## config.mk

```make
export PLATFORM = sky130hd
export DESIGN_NAME = rst_pulse_gen
export DESIGN_NICKNAME = d
export VERILOG_FILES = /design/src/rtl/rst_pulse_gen.sv
export SDC_FILE = /design/constraint.sdc
export NUM_CORES = 1
export LEC_CHECK = 0
export ABC_AREA = 1
export CORE_ASPECT_RATIO = 1.2
export CORE_MARGIN = 1.5
export CORE_UTILIZATION = 34
export CTS_CLUSTER_SIZE = 16
export DETAILED_ROUTE_END_ITERATION = 6
export SLEW_MARGIN = 20
export SYNTH_ARGS = -nofsm -noshare
export SYNTH_HDL_FRONTEND = slang
export SYNTH_SLANG_ARGS = --single-unit
```

## constraint.sdc

```tcl
create_clock -name clk -period 2.32 [get_ports clk]
set_input_delay 0.58 -clock clk [delete_from_list [all_inputs] [get_ports clk]]
set_output_delay 0.58 -clock clk [all_outputs]
set_load 0.02 [all_outputs]
```

## src/rtl/rst_pulse_gen.sv

```systemverilog
// Reset pulse generator: flop-driven active-low reset pulses with a minimum
// length, a guard interval after each pulse and a one-deep request queue.
module rst_pulse_gen #(
  parameter int unsigned CNT_W        = 8,
  parameter int unsigned MIN_LOW      = 8,
  parameter int unsigned GUARD_CYCLES = 4
) (
  input  logic             clk,
  input  logic             por,
  input  logic             rst_req,
  input  logic [CNT_W-1:0] rst_len,
  output logic             rst_n_out,
  output logic             busy,
  output logic             req_ack,
  output logic             done,
  output logic             req_ovf
);

  localparam logic [1:0] ST_IDLE   = 2'd0;
  localparam logic [1:0] ST_ASSERT = 2'd1;
  localparam logic [1:0] ST_GUARD  = 2'd2;

  localparam logic [CNT_W-1:0] MIN_L   = CNT_W'(MIN_LOW);
  localparam logic [CNT_W-1:0] GUARD_L = CNT_W'(GUARD_CYCLES);
  localparam logic [CNT_W-1:0] ONE     = CNT_W'(1);

  logic [1:0]       state, state_nxt;
  logic [CNT_W-1:0] cnt, cnt_nxt;
  logic             pend_v, pend_v_nxt;
  logic [CNT_W-1:0] pend_len, pend_len_nxt;
  logic             ack_nxt, done_nxt, ovf_nxt;
  logic [CNT_W-1:0] eff_len;
  logic             direct_start;

  // Requested length is never shorter than the downstream filter needs.
  assign eff_len = (rst_len < MIN_L) ? MIN_L : rst_len;

  // Idle with nothing queued is the only case a request starts a pulse directly.
  assign direct_start = (state == ST_IDLE) && !pend_v;

  always_comb begin
    state_nxt    = state;
    cnt_nxt      = cnt;
    pend_v_nxt   = pend_v;
    pend_len_nxt = pend_len;
    ack_nxt      = 1'b0;
    done_nxt     = 1'b0;
    ovf_nxt      = req_ovf;

    case (state)
      ST_IDLE: begin
        if (pend_v) begin
          state_nxt  = ST_ASSERT;
          cnt_nxt    = pend_len;
          pend_v_nxt = 1'b0;
        end else if (rst_req) begin
          state_nxt = ST_ASSERT;
          cnt_nxt   = eff_len;
          ack_nxt   = 1'b1;
        end
      end
      ST_ASSERT: begin
        if (cnt == ONE) begin
          state_nxt = ST_GUARD;
          cnt_nxt   = GUARD_L;
          done_nxt  = 1'b1;
        end else begin
          cnt_nxt = cnt - ONE;
        end
      end
      ST_GUARD: begin
        if (cnt == ONE) begin
          if (pend_v) begin
            state_nxt  = ST_ASSERT;
            cnt_nxt    = pend_len;
            pend_v_nxt = 1'b0;
          end else begin
            state_nxt = ST_IDLE;
          end
        end else begin
          cnt_nxt = cnt - ONE;
        end
      end
      default: state_nxt = ST_IDLE;
    endcase

    // Queue or drop requests that cannot start a pulse immediately.
    if (rst_req && !direct_start) begin
      if (pend_v) begin
        ovf_nxt = 1'b1;
      end else begin
        pend_v_nxt   = 1'b1;
        pend_len_nxt = eff_len;
        ack_nxt      = 1'b1;
      end
    end
  end

  always_ff @(posedge clk) begin
    if (por) begin
      state     <= ST_ASSERT;
      cnt       <= MIN_L;
      pend_v    <= 1'b0;
      pend_len  <= '0;
      req_ack   <= 1'b0;
      done      <= 1'b0;
      req_ovf   <= 1'b0;
      rst_n_out <= 1'b0;
      busy      <= 1'b1;
    end else begin
      state     <= state_nxt;
      cnt       <= cnt_nxt;
      pend_v    <= pend_v_nxt;
      pend_len  <= pend_len_nxt;
      req_ack   <= ack_nxt;
      done      <= done_nxt;
      req_ovf   <= ovf_nxt;
      rst_n_out <= (state_nxt != ST_ASSERT);
      busy      <= (state_nxt != ST_IDLE) || pend_v_nxt;
    end
  end

endmodule
```

### After elaboration in Yosys (flattened, before gate mapping)

Index checks and enable logic that the tools add are counted.

* bits of input ports: 11
* logic and storage cells: 54
* flip-flop bits (word level): 24
* output and inout bits: 5

* $lt $le $gt $ge: 1
* add/subtract/negate cells: 1
* reductions and logical operators: 12
* bitwise gates (word level): 2
* muxes and demuxes: 23
* equality and inequality tests: 6

Operators by type and width (count)
* $mux W8: 6
* $pmux W8 S3: 1
* $mux W1: 10
* $eq A8 B1 Y1 const B: 1
* $lt A8 B4 Y1 const B: 1
* $mux W2: 4
* $sub A8 B1 Y8 const B: 1
* $ne A3 B3 Y1 const B: 2
* $pmux W2 S3: 1
* $reduce_and A2 Y1: 2
* $reduce_and A3 Y1: 1
* $reduce_bool A3 Y1: 1
* $eq A2 B1 Y1 const B: 1
* $eq A2 B2 Y1 const B: 1
* $logic_and A1 B1 Y1: 2
* $logic_not A1 Y1: 2
* $logic_not A2 Y1: 1
* $ne A2 B1 Y1 const B: 1
* $not A1 Y1: 2
* $pmux W1 S2: 1
* $reduce_bool A2 Y1: 1
* $reduce_or A2 Y1: 1
* $logic_or A1 B1 Y1: 1

### Depth between registers and ports, before layout

Gate-level depths: netlist of the first run.

* word-level depth: 6
* gate-level depth with buffers: 12
* gate-level depth less buffers: 12

### Worst setup path after synthesis of the first run

No wires, ideal clock.

* path type: flip-flop to flip-flop
* from: reg state[0]
* to: reg pend_len[4]
* path slack: 816 ps
* setup time: 119 ps
* period minus slack after synthesis: 1504 ps
* stages on the path, launching flop included: 8
* arrival: 1384 ps
* cell sequence: dfxtp_1 > inv_1 > ha_1 > nor3_4 > inv_1 > buf_2 > o21ai_0 > a21oi_1

* cells in the longest elaborated chain, start to end: 5

RTL lines
* start, declared: line 27 `logic [1:0] state, state_nxt;`
* start signal, assigned: line 111 `state <= state_nxt;`
* $logic_not A2 Y1: line 39 `assign direct_start = (state == ST_IDLE) && !pend_v;`
* $logic_and A1 B1 Y1: line 39
* $logic_not A1 Y1: line 88 `if (rst_req && !direct_start) begin`
* $logic_and A1 B1 Y1: line 88
* $reduce_and A2 Y1 (no line)
* end signal, assigned: line 114 `pend_len <= pend_len_nxt;`
* end, declared: line 30 `logic [CNT_W-1:0] pend_len, pend_len_nxt;`

Every way passes these cells.
A chain may end at the register's enable or synchronous reset.

### Worst setup path in the final report of the first run

* from: reg state[1]
* to: reg cnt[5]

* cells in the longest elaborated chain, start to end: 3
* elaborated cells on any way between the ends: 8
* classes of those cells: eq/ne (4); mux (1); reduce/logical (3)

RTL lines
* $eq A2 B2 Y1, or another cell as far along: line 50 `case (state)`
* $ne A3 B3 Y1 (no line) or $reduce_bool A3 Y1 (tied branches)
* $reduce_and A3 Y1 (no line)
* end signal, assigned: line 112 `cnt <= cnt_nxt;`
* end, declared: line 28 `logic [CNT_W-1:0] cnt, cnt_nxt;`

Several ways; a longest one is shown, not always the timed one.

==> results of run 1 <==
synthesized netlist by cell type (2+ instances only):
library cell / instances / share of area [%]
a21oi_1: 18 / 5.7
a21oi_2: 8 / 4.4
buf_2: 3 / 0.94
dfxtp_1: 24 / 30
ha_1: 7 / 5.5
inv_1: 26 / 6.1
inv_2: 2 / 0.47
nand2_1: 55 / 13
nand2_4: 2 / 1.4
nand3_1: 21 / 6.6
nor2_1: 21 / 4.9
nor2_2: 2 / 0.78
nor2_4: 3 / 2.1
nor3_1: 2 / 0.63
o211ai_1: 2 / 0.94
o21ai_0: 18 / 5.7
worst min-delay path, cell delays in order, from the launching register on:
cell and delay [ns]:
dfxtp_1 0.33, a21oi_1 0.04, nor2_1 0.07
power by group:
| part | total (mW) | switching (mW) | internal (mW) |
|---|---|---|---|
| registers | 0.614 | 0.0977 | 0.516 |
| logic | 0.945 | 0.600 | 0.346 |
| clock network | 0.292 | 0.140 | 0.152 |
metrics by stage:
stage	cells	area, um2	setup slack, ns	hold WS (ns)	util, %
after global placement	298	1780	0.334	0.460	39.0
after global routing	302	1830	0.230	0.493	40.2
after CTS	302	1830	0.472	0.481	40.2
after floorplan	230	1590	0.816	0.444	-
final	302	1830	0.430	0.475	40.2
after detailed placement	298	1780	0.291	0.460	39.0
sequential cells by signal, indices dropped and copies added (netlist names):
name       flops
busy           1
done           1
state          2
req_ovf        1
cnt            8
req_ack        1
pend_len       8
pend_v         1
rst_n_out      1
layer usage:
layer / up-vias / global-route usage [%]
li1: 770 / -
met5: - / 0
met1: 608 / 22.5
met4: 0 / 5.00
met2: 34 / 24.4
met3: 9 / 2.17
final timing paths:
kind	from	slack (ns)	to	depth (start not counted)
hold / removal	req_ovf	0.47	req_ovf	2
setup / recovery	state[1]	0.43	cnt[5]	6
setup reg to reg	state[1]	0.43	cnt[5]	6
hold reg to reg	req_ovf	0.47	req_ovf	2
layout make-up:
cell class,count,area [um2],area share [%]
Multi-Input combinational cell,170,953,52.0
Timing Repair Buffer,16,158,8.59
Inverter,30,115,6.28
Tap cell,58,72.6,3.96
Sequential cell,24,480,26.2
Clock buffer,4,55.1,3.00
cell families (layout without fill, tap and decap cells):
group	count (synthesis)	after routing	synth area share, %
flip-flops	24	24	30.1
buffers and inverters	36	50	10.0
AND/OR/NAND/NOR	113	113	35.5
AO/OA/AOI/OAI	50	50	18.8
adder cells (fa/ha/maj)	7	7	5.49
==> results.json, run 1 <==
{
  "postSynthAreaPerCell_um2": 6.93,
  "fin_skew_ns": 0.00447,
  "crit_path_start_kind": "register",
  "ant_nets": 0,
  "antenna_cells": 0,
  "wl_per_cell_um": 12.0,
  "worstMarginPinSlew_ns": 0.493,
  "antenna_found_initial": 0,
  "final_max_slew_viol_count": 0,
  "synth_nets": 248,
  "powerDensity_nw_per_um2": 1010,
  "synthArstFlopShare_pct": 0,
  "vdd.ir_drop.worst_v": 0.000503,
  "ctsHoldBuffers": 0,
  "path_clk_slew_ns": 0.09,
  "htree_levels": 1,
  "cpMaxStageDelayCell": "dfxtp_1",
  "synthDistinctLibCells": 32,
  "min_path_type": "register to register",
  "numPortBuffers": 15,
  "max_freq_mhz": 529,
  "gr-total-overflow": 0,
  "crit_path_end_kind": "register",
  "syn_to_final_growth_pct": 15.1,
  "dr_total_vias": 1421,
  "period_minus_slack_ns": 1.89,
  "start_util_pct": 35.0,
  "required_ns": 2.53,
  "n_fill_cell": 497,
  "cts.sinks": 24,
  "cp_max_fo": 10,
  "ios": 16,
  "path_cells": "inv_1 > ha_1 > clkinv_1 > nor2_1 > nand2_1 > a21oi_2",
  "yosysWarnings": 0,
  "slowest_delay_ns": 0.44,
  "rows": 27,
  "max-cap-violations": 0,
  "dr_wl_met2_mm": 1.68,
  "syn_inst": 230,
  "arrival_ns": 2.10,
  "relSlewSlack_pct": 67.1,
  "cts-resized-gates": 0,
  "mostFrequentLayoutCells": "nand2_1 (55), inv_1 (26), dfxtp_1 (24), nor2_1 (21), nand3_1 (21)",
  "ys_seq_area_share_pct": 30.1,
  "synth.cell_area_um2": 1590,
  "p_leak_nw": 0.808,
  "layout-drive-gt1-share_pct": 12.3,
  "clock_path_buffers": 2,
  "layout_commonest_cell": "nand2_1",
  "path_buf_inv": 2,
  "place_congestion": 0.801,
  "top_layer": "met4",
  "wl_mm": 3.63,
  "first_pass_iters": 4,
  "grt_usage_pct": 15.8,
  "die_h_um": 78.0,
  "clk_latency_ns": 0.27,
  "cts_root_buffer": "clkbuf_8",
  "core_area_um2": 4560,
  "cts_tree": "done",
  "dieArea_um2": 5110,
  "ys.flop_type": "dfxtp_1",
  "cts_buffers": 3,
  "dr_wl_met3_um": 106,
  "viasPerCell": 4.71,
  "route.layer.met1.wl_mm": 1.78,
  "drc": 0,
  "critPathKind": "register to register",
  "grt_first_pass_wirelength_mm": 6.29,
  "finalPower_mw": 1.85,
  "post-route-period-util_pct": 81.5,
  "ys_ff_latch": 24,
  "nNetsFinal": 263,
  "synth_edf_count": 0,
  "grt_pass1_vias": 1308,
  "setup_viol": 0,
  "crit_family": "simple AND/OR/NAND/NOR gates",
  "die_w_um": 65.5,
  "grt_max_degree": 18,
  "dp_hpwl_mm": 2.77,
  "drt-initial-drc-count": 47,
  "status": "complete, no violations",
  "grt_setup_unrepaired": "no",
  "finalHoldViolCount": 0,
  "post_cts_buffers": 0,
  "tns_ns": 0
}
Power figures use the tool's default switching activity.
==> inputs of run 2 (changes only) <==
clock period = 1.69 ns   (was 2.32 ns; I/O delays follow)
==> run 2 against run 1 <==
Effect of this change:
- setup slack lost 0.37 ns
- critical path depth shrank 5
- combinational power grew 50%
- critical endpoint is now req_ovf
==> results.json, run 2 (synthesis results as in run 1) <==
{
  "reg.largest.list": "cnt (8), pend_len (8), state (2)",
  "min_path_type": "register to register",
  "drc": 0,
  "cts_root_buffer": "clkbuf_8",
  "ant_nets": 0,
  "setup_viol": 0,
  "crit_path_start_kind": "register",
  "start_util_pct": 35.0,
  "grt_pass1_vias": 1334,
  "critPathKind": "register to output port",
  "dp_hpwl_mm": 2.87,
  "max-cap-violations": 0,
  "grt_usage_pct": 15.5,
  "worstHoldPathCells": 2,
  "clock_path_buffers": 2,
  "layout-drive-gt1-share_pct": 16.5,
  "first_pass_iters": 4,
  "ios": 16,
  "nNetsFinal": 275,
  "cts_tree": "done",
  "ctsHoldBuffers": 0,
  "worstHoldStart": "pend_len[7]",
  "worstMarginPinSlew_ns": 0.313,
  "ff_latch_area_um2": 482,
  "post_cts_buffers": 0,
  "reg2reg_setup_slack_ns": 0.15,
  "mostFrequentLayoutCells": "nand2_1 (55), inv_1 (26), dfxtp_1 (23), nor2_1 (21), nand3_1 (21)",
  "finalHoldViolCount": 0,
  "grt_setup_unrepaired": "no",
  "dr_total_vias": 1482,
  "arrival_ns": 1.20,
  "cp-endpoint": "req_ovf",
  "final_cells": 313,
  "required_ns": 1.27,
  "die_w_um": 65.5,
  "wl_mm": 3.62,
  "regToRegStartpoint": "cnt[1]",
  "wl_per_cell_um": 11.6,
  "fin_hold_ws_ns": 0.470,
  "place_congestion": 0.794,
  "fin_skew_ns": 0.00164,
  "crit_path_end_kind": "output port",
  "grt_first_pass_wirelength_mm": 6.15,
  "clk_latency_ns": 0.27,
  "p_leak_nw": 0.868,
  "antenna_found_initial": 0,
  "startpoint": "req_ovf",
  "syn_to_final_growth_pct": 21.5,
  "dieArea_um2": 5110,
  "cts_buffers": 3,
  "vdd.ir_drop.worst_v": 0.000457,
  "n_fill_cell": 519,
  "period_minus_slack_ns": 1.63,
  "path_buf_inv": 1,
  "core_area_um2": 4560,
  "viasPerCell": 4.73,
  "htree_levels": 1,
  "rr_worst_depth": 9,
  "powerDensity_nw_per_um2": 1340,
  "layout_commonest_cell": "nand2_1",
  "drt-initial-drc-count": 50,
  "antenna_cells": 0,
  "relSlewSlack_pct": 79.1,
  "gr-total-overflow": 0,
  "cp_max_fo": 2,
  "path_clk_slew_ns": 0.08,
  "max_freq_mhz": 615,
  "status": "complete, no violations",
  "crit_family": "buffers and inverters",
  "worst-path-stages": 1,
  "dp.cells": 310,
  "path_cells": "clkdlybuf4s50_1",
  "final_max_slew_viol_count": 0,
  "post-route-period-util_pct": 96.2,
  "finalPower_mw": 2.59,
  "slowest_delay_ns": 0.60,
  "cts.sinks": 24,
  "rr_endpoint": "cnt[4]",
  "grt_max_degree": 18,
  "die_h_um": 78.0,
  "cpMaxStageDelayCell": "clkdlybuf4s50_1",
  "rows": 27,
  "numPortBuffers": 15,
  "multiInputGateArea_um2": 953
}
==> run 2: cell types whose count changed in the layout (fill, tap and decap cells not counted), sizes merged <==
| cell | previous run | this run |
|---|---|---|
| buf | 1 | 13 |
| clkbuf | 4 | 3 |
==> run 2: tightest hold or removal path, cell delays in order (launching register included) <==
cell and delay [ns]:
dfxtp_1 0.32, inv_1 0.06, a21oi_1 0.05
==> run 2: what timing repair did <==
action | in CTS | in global routing
gates resized for setup | 0 | 1
setup endpoints to repair | 0 | 5
hold endpoints to repair | 0 | 0
==> run 2: report_power, final <==
part           leakage, nW  total (mW)  switching, mW  internal, mW
sequential           0.199       0.827          0.117         0.710
combinational        0.648        1.42          0.857         0.564
clock               0.0216       0.341          0.182         0.160
==> run 2: stage by stage <==
stage | utilization [%] | area [um2] | setup slack (ns) | TNS, ns
final | 42.5 | 1940 | 0.0641 | 0
after global routing | 42.5 | 1940 | 0.00749 | 0
after CTS | 42.4 | 1940 | 0.0484 | 0
after detailed placement | 41.5 | 1890 | -0.141 | -0.677
after global placement | 41.5 | 1890 | -0.124 | -0.458
after floorplan | - | 1590 | 0.186 | 0
==> run 2: cell type report <==
class | instances | area share, %
multi-input combinational | 170 | 49.2
sequential | 24 | 24.9
timing repair buffer | 28 | 14.1
inverter | 30 | 5.94
tap | 58 | 3.75
clock buffer | 3 | 2.13
==> run 2: layer usage <==
layer | track usage (%) | wire (um) | part of all wire [%] | vias to the layer above
li1 | - | - | - | 794
met1 | 19.1 | 1670 | 46 | 660
met2 | 26.3 | 1800 | 50 | 21
met3 | 2.90 | 86 | 2.4 | 7
met4 | 5.63 | 75 | 2.1 | 0
met5 | 0 | 0 | 0 | -
==> run 2: worst min-delay path by stage <==
stage | endpoint | slack [ns]
2_1_floorplan | pend_len[6] | 0.44
3_3_place_gp | pend_len[7] | 0.46
3_5_place_dp | pend_len[7] | 0.46
4_1_cts | pend_len[7] | 0.48
5_1_grt | pend_len[4] | 0.51
6_report | pend_len[7] | 0.47
==> inputs of run 3 (changes only) <==
CORE_UTILIZATION = 51   (was 34)
PLACE_DENSITY = 0.76   (was not set)
==> run 3 against run 2 <==
Effect of this change:
- sequential cell count unchanged
- critical endpoint is now cnt[4]
- sequential share of layout area grew 0.44 points
- critical path type is now register to register
- global-route usage rose by 8.6 points
- non-clock buffer count down 2
- critical path depth grew 8
- via count increased by 0.13%
- clock skew about the same
==> results.json, run 3 (synthesis results as in run 1) <==
{
  "min_path_type": "register to register",
  "finalHoldViolCount": 0,
  "critPathKind": "register to register",
  "core_area_um2": 3030,
  "dr_total_vias": 1484,
  "reg2reg_setup_slack_ns": 0.15,
  "die_w_um": 54.0,
  "layout-drive-gt1-share_pct": 16.9,
  "cts-resized-gates": 1,
  "dp_slack_ns": -0.160,
  "period_minus_slack_ns": 1.54,
  "dieArea_um2": 3470,
  "vdd.ir_drop.worst_v": 0.000763,
  "numPortBuffers": 15,
  "layout_commonest_cell": "nand2_1",
  "status": "complete, no violations",
  "antenna_cells": 0,
  "required_ns": 1.92,
  "crit_path_end_kind": "register",
  "max-cap-violations": 0,
  "place_congestion": 0.800,
  "powerDensity_nw_per_um2": 1340,
  "htree_levels": 1,
  "tns_ns": 0,
  "cts_tree": "done",
  "wl_per_cell_um": 12.0,
  "final_max_slew_viol_count": 0,
  "utilization_pct": 62.9,
  "dp_hpwl_mm": 2.67,
  "p_leak_nw": 0.908,
  "start_util_pct": 52.6,
  "syn_to_final_growth_pct": 19.4,
  "crit_path_start_kind": "register",
  "first_pass_iters": 4,
  "mostFrequentLayoutCells": "nand2_1 (55), inv_1 (26), dfxtp_1 (23), nor2_1 (21), nand3_1 (21)",
  "cts_buffers": 3,
  "antenna_found_initial": 0,
  "final_cells": 290,
  "cts_root_buffer": "clkbuf_4",
  "viasPerCell": 5.12,
  "dp.cells": 286,
  "setup_viol": 0,
  "rr_endpoint": "cnt[4]",
  "clk_latency_ns": 0.32,
  "grt_usage_pct": 24.1,
  "post-route-period-util_pct": 91.1,
  "fin_skew_ns": 0.00175,
  "nNetsFinal": 273,
  "post_cts_buffers": 0,
  "path_clk_slew_ns": 0.13,
  "arrival_ns": 1.77,
  "clock_path_buffers": 2,
  "reg.largest.list": "cnt (8), pend_len (8), state (2)",
  "grt_setup_unrepaired": "no",
  "cp_max_fo": 14,
  "max_freq_mhz": 649,
  "relSlewSlack_pct": 69.8,
  "regToRegStartpoint": "cnt[1]",
  "startpoint": "cnt[1]",
  "postLayoutSetupSlackWorst_ns": 0.150,
  "ctsHoldBuffers": 0,
  "gr-total-overflow": 0,
  "rows": 22,
  "grt_max_degree": 18,
  "grt_first_pass_wirelength_mm": 6.08,
  "wl_mm": 3.48,
  "rr_worst_depth": 9,
  "die_h_um": 64.2,
  "drt-initial-drc-count": 31,
  "worstMarginPinSlew_ns": 0.452,
  "ant_nets": 0,
  "cts.sinks": 24,
  "cp-endpoint": "cnt[4]",
  "ios": 16,
  "grt_pass1_vias": 1323,
  "drc": 0,
  "fin_hold_ws_ns": 0.478
}
==> run 3: worst min path at each step <==
stage                            from           to  slack [ns]  cells after the start
after floorplan           pend_len[6]  pend_len[6]        0.44                      2
after global routing          req_ovf      req_ovf        0.51                      2
final                     pend_len[6]  pend_len[6]        0.48                      2
after CTS                 pend_len[6]  pend_len[6]        0.48                      2
after detailed placement  pend_len[6]  pend_len[6]        0.46                      2
after global placement    pend_len[6]  pend_len[6]        0.45                      2
==> run 3: metrics by stage <==
| stage | instance area (um2) | power (mW) |
|---|---|---|
| after global placement | 1850 | 2.22 |
| after global routing | 1900 | 2.79 |
| after CTS | 1890 | 2.57 |
| after detailed placement | 1850 | 2.26 |
| after floorplan | 1590 | 1.88 |
| final | 1900 | 2.56 |
==> run 3: worst max-delay path, cell delays in order (launching register included) <==
cell and delay [ns]:
dfxtp_1 0.32, inv_1 0.09, ha_1 0.18, nand2_1 0.14, nor2_8 0.19, nand3_4 0.09, nand2_4 0.15, inv_1 0.07
o21ai_0 0.14, nor2_1 0.07
==> run 3: final cells by class <==
cell class	instances	area [um2]
Clock buffer	4	36.3
Fill cell	282	1120
Inverter	30	115
Multi-Input combinational cell	170	958
Sequential cell	24	482
Tap cell	36	45.0
Timing Repair Buffer	26	267
==> run 3: routing by layer <==
metal	routed length, um	share of wire, %	global-route usage (%)	up-vias
met4	80	2.3	11.3	0
met1	1620	46	34.8	652
li1	-	-	-	798
met3	140	4.0	3.27	6
met2	1640	47	34.8	28
met5	0	0	0	-
==> run 3: report_power, final <==
group | internal (mW) | leakage, nW | switching, mW
clock | 0.132 | 0.0210 | 0.180
sequential | 0.709 | 0.199 | 0.125
combinational | 0.553 | 0.688 | 0.859
total | 1.39 | 0.908 | 1.16
==> RTL edit 1 (config.mk and constraints of run 2) <==
Change the parameter `CNT_W` from 8 to 12.
--- a/src/rtl/rst_pulse_gen.sv
+++ b/src/rtl/rst_pulse_gen.sv
@@ -1,7 +1,7 @@
 // Reset pulse generator: flop-driven active-low reset pulses with a minimum
 // length, a guard interval after each pulse and a one-deep request queue.
 module rst_pulse_gen #(
-  parameter int unsigned CNT_W        = 8,
+  parameter int unsigned CNT_W        = 12,
   parameter int unsigned MIN_LOW      = 8,
   parameter int unsigned GUARD_CYCLES = 4
 ) (
Ports: changed (resized rst_len); port bits go from 16 to 20. The function was not compared with the original's and may differ.
==> RTL edit 1 against run 2 <==
- design area up 41%
- clock power increased by 91%
- largest power group unchanged
- via count rose by 44%
- combinational power is 66% higher
- total power is 61% higher
- synthesized cell count increased by 41%
- count of clock-buffer cells in the layout increased by 4
- sequential power up 39%
- largest cell class unchanged
- area after synthesis up 31%
- sequential cell count up 8
- wire length up 56%
- setup slack worse by 0.0055 ns
==> RTL edit 1: results (changes against run 2) <==
- Gate count of the mapped netlist: 324 (+41%)
- Hold path startpoint: req_ovf
- Hold_ws: 0.481 ns (+0.0103 ns)
- Synth cell types: 28 (-13%)
- Largest regs: cnt (12), pend_len (12), state (2)
- Seq cells: 32 (+33%)
- NetSw: 1.86 mW (+61%)
- Reg2reg end: cnt[11]
- GR Util met1: 23.6% (+4.5 points)
- Sequential portion of the cell area: 23.6% (-1.3 points)
- Headroom to the max-slew limit: 83.7% (+4.6 points)
- Clkbuf count: 7 (+4)
- Hold Crit Endpoint: req_ovf
- Seq/Total Area, Yosys: 30.8% (+0.61 points)
- Largest net degree at the start of global routing: 24 (+6)
- Pwr per Cell Area: 1520 nW/um^2 (+14%)
- CTS buffer count: 5 (+2)
- Multi-input comb cells: 243 (+43%)
- Status: finished, final reports clean
- Mapped Nets: 346 (+40%)
- Reg clk slew, reported paths: 0.06 ns (-0.02 ns)
- Ratio of cells with drive above 1 in the final layout: 19.9% (+3.4 points)
- DR WL/cell: 12.5 um (+7.8%)
- Non-clk buf share: 17.4% (+3.3 points)
- Clock network area share: 3.53% (+1.4 points)
- Final Net Count: 394 (+43%)
- Non-CTS inverters: 38 (+27%)
- Met3 Use GR: 2.96% (+0.063 points)
- PortBufs: 19 (+4)
- Worst R2R Setup Slack: 0.13 ns (-0.02 ns)
- Static Leak: 1.31 nW (+51%)
- Vias in the first global route: 1,952 (+46%)
- Detailed Route WL: 5.67 mm (+56%)
- Clock Latency Late Sink: 0.29 ns (+0.02 ns)
- Non-clk bufs: 52 (+86%)
- First-pass GRT wire length: 9.13 mm (+48%)
- Synth cell count leaders: nand2_1 (62), nor2_1 (42), a21oi_1 (37), inv_1 (35), dfxtp_1 (32)
- Total Routing Usage GR: 18.3% (+2.9 points)
- Seq. pwr: 1.15 mW (+39%)
- Fraction of area in multi-input gates: 46.5% (-2.7 points)
- Initial drt markers: 123 (+150%)
RTL edit 1: changes by cell type in the layout (fill, tap and decap cells not counted), sizes merged, moves of 2 or more:
cell,before,now
dfxtp,24,32
a21oi,27,37
nand3b,0,3
buf,13,33
a21o,0,2
o21ai,19,42
inv,29,38
clkdlybuf4s50,15,19
clkbuf,3,7
nand2,59,69
nor2,27,52
RTL edit 1: kinds of logic (layout without fill, tap and decap cells):
group,Yosys count,in the layout,share of synthesized area [%]
adders and majority gates,7,7,4.20
xor gates and xnor gates,2,2,0.841
DFF,32,32,30.8
and+or+nand+nor,151,151,33.4
AOI/OAI and AO/OA,83,83,20.8
buffers and inverters,49,97,10.0
RTL edit 1: through the flow:
| stage | setup slack [ns] | instance area, sq um | util [%] | TNS (ns) |
|---|---|---|---|---|
| detailed placement | -0.192 | 2580 | 43.3 | -1.96 |
| CTS | 0.0192 | 2680 | 44.9 | 0 |
| global placement | -0.172 | 2580 | 43.3 | -1.71 |
| finish | 0.0586 | 2730 | 45.7 | 0 |
| global route | -0.000863 | 2730 | 45.7 | -0.000863 |
| floorplan | 0.0210 | 2080 | - | 0 |
RTL edit 1: what timing repair did:
action	CTS	global route
setup endpoints to repair	0	25
buffers inserted	0	2
hold endpoints to repair	0	0
gates resized for setup	0	13
RTL edit 1: how the worst max path moves through the flow:
stage,end,cells past startpoint,start
6_report,req_ovf,1,req_ovf
5_1_grt,cnt[5],10,state[0]
4_1_cts,cnt[4],8,state[1]
3_5_place_dp,cnt[2],9,rst_len[4]
3_3_place_gp,cnt[3],9,rst_len[4]
2_1_floorplan,cnt[2],8,state[0]
RTL edit 1: layer usage:
layer,routed length (um),vias to the layer above
li1,-,1147
met1,2650,936
met2,2670,40
met3,208,10
met4,143,0
met5,0,-
==> RTL edit 2 (config.mk and constraints of run 2) <==
Without the edit above. Put one more register stage on the output `req_ovf`. The value now appears one clock later. The other outputs are not delayed to match.
--- a/src/rtl/rst_pulse_gen.sv
+++ b/src/rtl/rst_pulse_gen.sv
@@ -24,6 +24,8 @@
   localparam logic [CNT_W-1:0] GUARD_L = CNT_W'(GUARD_CYCLES);
   localparam logic [CNT_W-1:0] ONE     = CNT_W'(1);
 
+  logic req_ovf_s0;
+
   logic [1:0]       state, state_nxt;
   logic [CNT_W-1:0] cnt, cnt_nxt;
   logic             pend_v, pend_v_nxt;
@@ -45,7 +47,7 @@
     pend_len_nxt = pend_len;
     ack_nxt      = 1'b0;
     done_nxt     = 1'b0;
-    ovf_nxt      = req_ovf;
+    ovf_nxt      = req_ovf_s0;
 
     case (state)
       ST_IDLE: begin
@@ -104,7 +106,7 @@
       pend_len  <= '0;
       req_ack   <= 1'b0;
       done      <= 1'b0;
-      req_ovf   <= 1'b0;
+      req_ovf_s0 <= 1'b0;
       rst_n_out <= 1'b0;
       busy      <= 1'b1;
     end else begin
@@ -114,10 +116,14 @@
       pend_len  <= pend_len_nxt;
       req_ack   <= ack_nxt;
       done      <= done_nxt;
-      req_ovf   <= ovf_nxt;
+      req_ovf_s0 <= ovf_nxt;
       rst_n_out <= (state_nxt != ST_ASSERT);
       busy      <= (state_nxt != ST_IDLE) || pend_v_nxt;
     end
   end
 
+  always_ff @(posedge clk) begin
+    req_ovf <= req_ovf_s0;
+  end
+
 endmodule
Function: changed (Yosys sat finds a counterexample within 4 cycles, from zero or initial values).
==> RTL edit 2 against run 2 <==
- final cell count is 3.5% higher
- setup slack gained 0.016 ns
- sequential cell count increased by 1
- area after synthesis shrank 2.4%
- wire length rose by 0.88%
- design area up 1.8%
- critical path depth stayed put
- total power rose by 3.2%
- critical endpoint unchanged
- largest power group unchanged
==> RTL edit 2: results (changes against run 2) <==
- Total Routing Usage GR: 15.3% (-0.13 points)
- Hold path startpoint: req_ovf_s0
- Largest net degree at the start of global routing: 19 (+1)
- Headroom to the max-slew limit: 82.1% (+3.0 points)
- R2R cell count: 8 (-1)
- Mapped Nets: 252 (+1.6%)
- Max-slew violation count: 0 (unchanged)
- Reg2reg end: busy
- Final Net Count: 287 (+4.4%)
- Reg clk slew, reported paths: 0.10 ns (+0.02 ns)
- Post-Synth Adder-Cell Area: 5.63% (+0.14 points)
- Initial drt markers: 54 (+8.0%)
- Synth top area cells: dfxtp_1 (32%), nand2_1 (14%), o21ai_0 (7.1%)
- Hold Crit Endpoint: req_ovf
- Detailed Route WL: 3.66 mm (+0.88%)
- Vias: 1,515 (+2.2%)
- Clock Latency Late Sink: 0.27 ns (about the same)
- Critical path arrival: 1.19 ns
- DPL Wire Length: 2.85 mm (-0.76%)
- Ratio of cells with drive above 1 in the final layout: 17.5% (+1.1 points)
- Seq/Total Area, Yosys: 32.2% (+2.0 points)
- Worst VDD drop: 0.000521 V (+14%)
- GP Congestion: 0.792 (-0.23%)
- Cell area after placement: 1920 sq um (+1.3%)
- DRC violations left: 0 (unchanged)
- Post-CTS Setup Bufs: 0 (unchanged)
- Synth cell types: 24 (-25%)
- Static Leak: 0.936 nW (+7.9%)
- Compound-gate portion of the synthesized area: 18.6% (-0.25 points)
- Launching point of the worst reg2reg path: cnt[0]
- Clk_skew: 0.00492 ns (+0.00328 ns)
- Status: finished, final reports clean
- Pre-antenna DRT Iters: 4 (unchanged)
- Hold path cells: 0 (-2)
- Clock Path Buffers: 2 (unchanged)
- CP max FO: 1 (-1)
- Xor and xnor area share after synthesis: 0% (unchanged)
- CP max-delay cell: clkdlybuf4s50_1
- Synth cell count leaders: nand2_1 (57), inv_1 (28), dfxtp_1 (25), nor2_1 (23), o21ai_0 (22)
- Vias in the first global route: 1,378 (+3.3%)
- CTS buffer count: 3 (unchanged)
## RTL edit 2: cell families after synthesis
| group | after synthesis |
|---|---|
| buf+inv | 35 |
| fa+ha+maj | 7 |
| compound gates | 52 |
| flops | 25 |
| simple gates | 115 |
## RTL edit 2: per-stage QoR
stage | std cells | hold WS (ns) | TNS, ns | setup slack, ns | util [%]
2_1_floorplan | 234 | 0.331 | 0 | 0.116 | -
3_3_place_gp | 320 | 0.347 | -0.626 | -0.0994 | 44.4
6_report | 324 | 0.363 | 0 | 0.0801 | 45.6
3_5_place_dp | 320 | 0.347 | -0.863 | -0.126 | 44.4
5_1_grt | 324 | 0.374 | 0 | 0.0200 | 45.6
4_1_cts | 324 | 0.363 | 0 | 0.0665 | 45.5
## RTL edit 2: repair_timing
item                                    in CTS  in global routing
endpoints found under the setup margin       0                  3
hold buffers                                 0                  0
gates resized for setup                      0                  2
## RTL edit 2: worst max path at each step
| stage | startpoint | to | slack, ns | cells past startpoint |
|---|---|---|---|---|
| after floorplan | state[0] | pend_len[4] | 0.12 | 6 |
| after global placement | rst_req | cnt[0] | -0.1 | 9 |
| after detailed placement | rst_req | cnt[0] | -0.13 | 9 |
| after CTS | req_ovf | req_ovf | 0.07 | 1 |
| after global routing | req_ovf | req_ovf | 0.02 | 1 |
| final | req_ovf | req_ovf | 0.08 | 1 |
## RTL edit 2: layout make-up
cell class	count	area [sq um]
fill	441	2350
multi-input combinational	174	908
sequential	25	500
timing repair buffer	36	333
inverter	29	111
tap	56	70.1
clock buffer	3	41.3
clock inverter	1	7.51
## RTL edit 2: per-layer routing
metal	GRT usage, %	wire length [um]	vias up
met5	0	0	-
met3	0.880	55	5
li1	-	-	818
met4	5.74	59	0
met2	26.1	1720	23
met1	20.1	1820	669
## RTL edit 2: power breakdown
part           internal, mW  total [mW]  leakage, nW  switching, mW
registers             0.735       0.848        0.206          0.113
clock network         0.167       0.374       0.0217          0.207
logic                 0.596        1.45        0.708          0.852
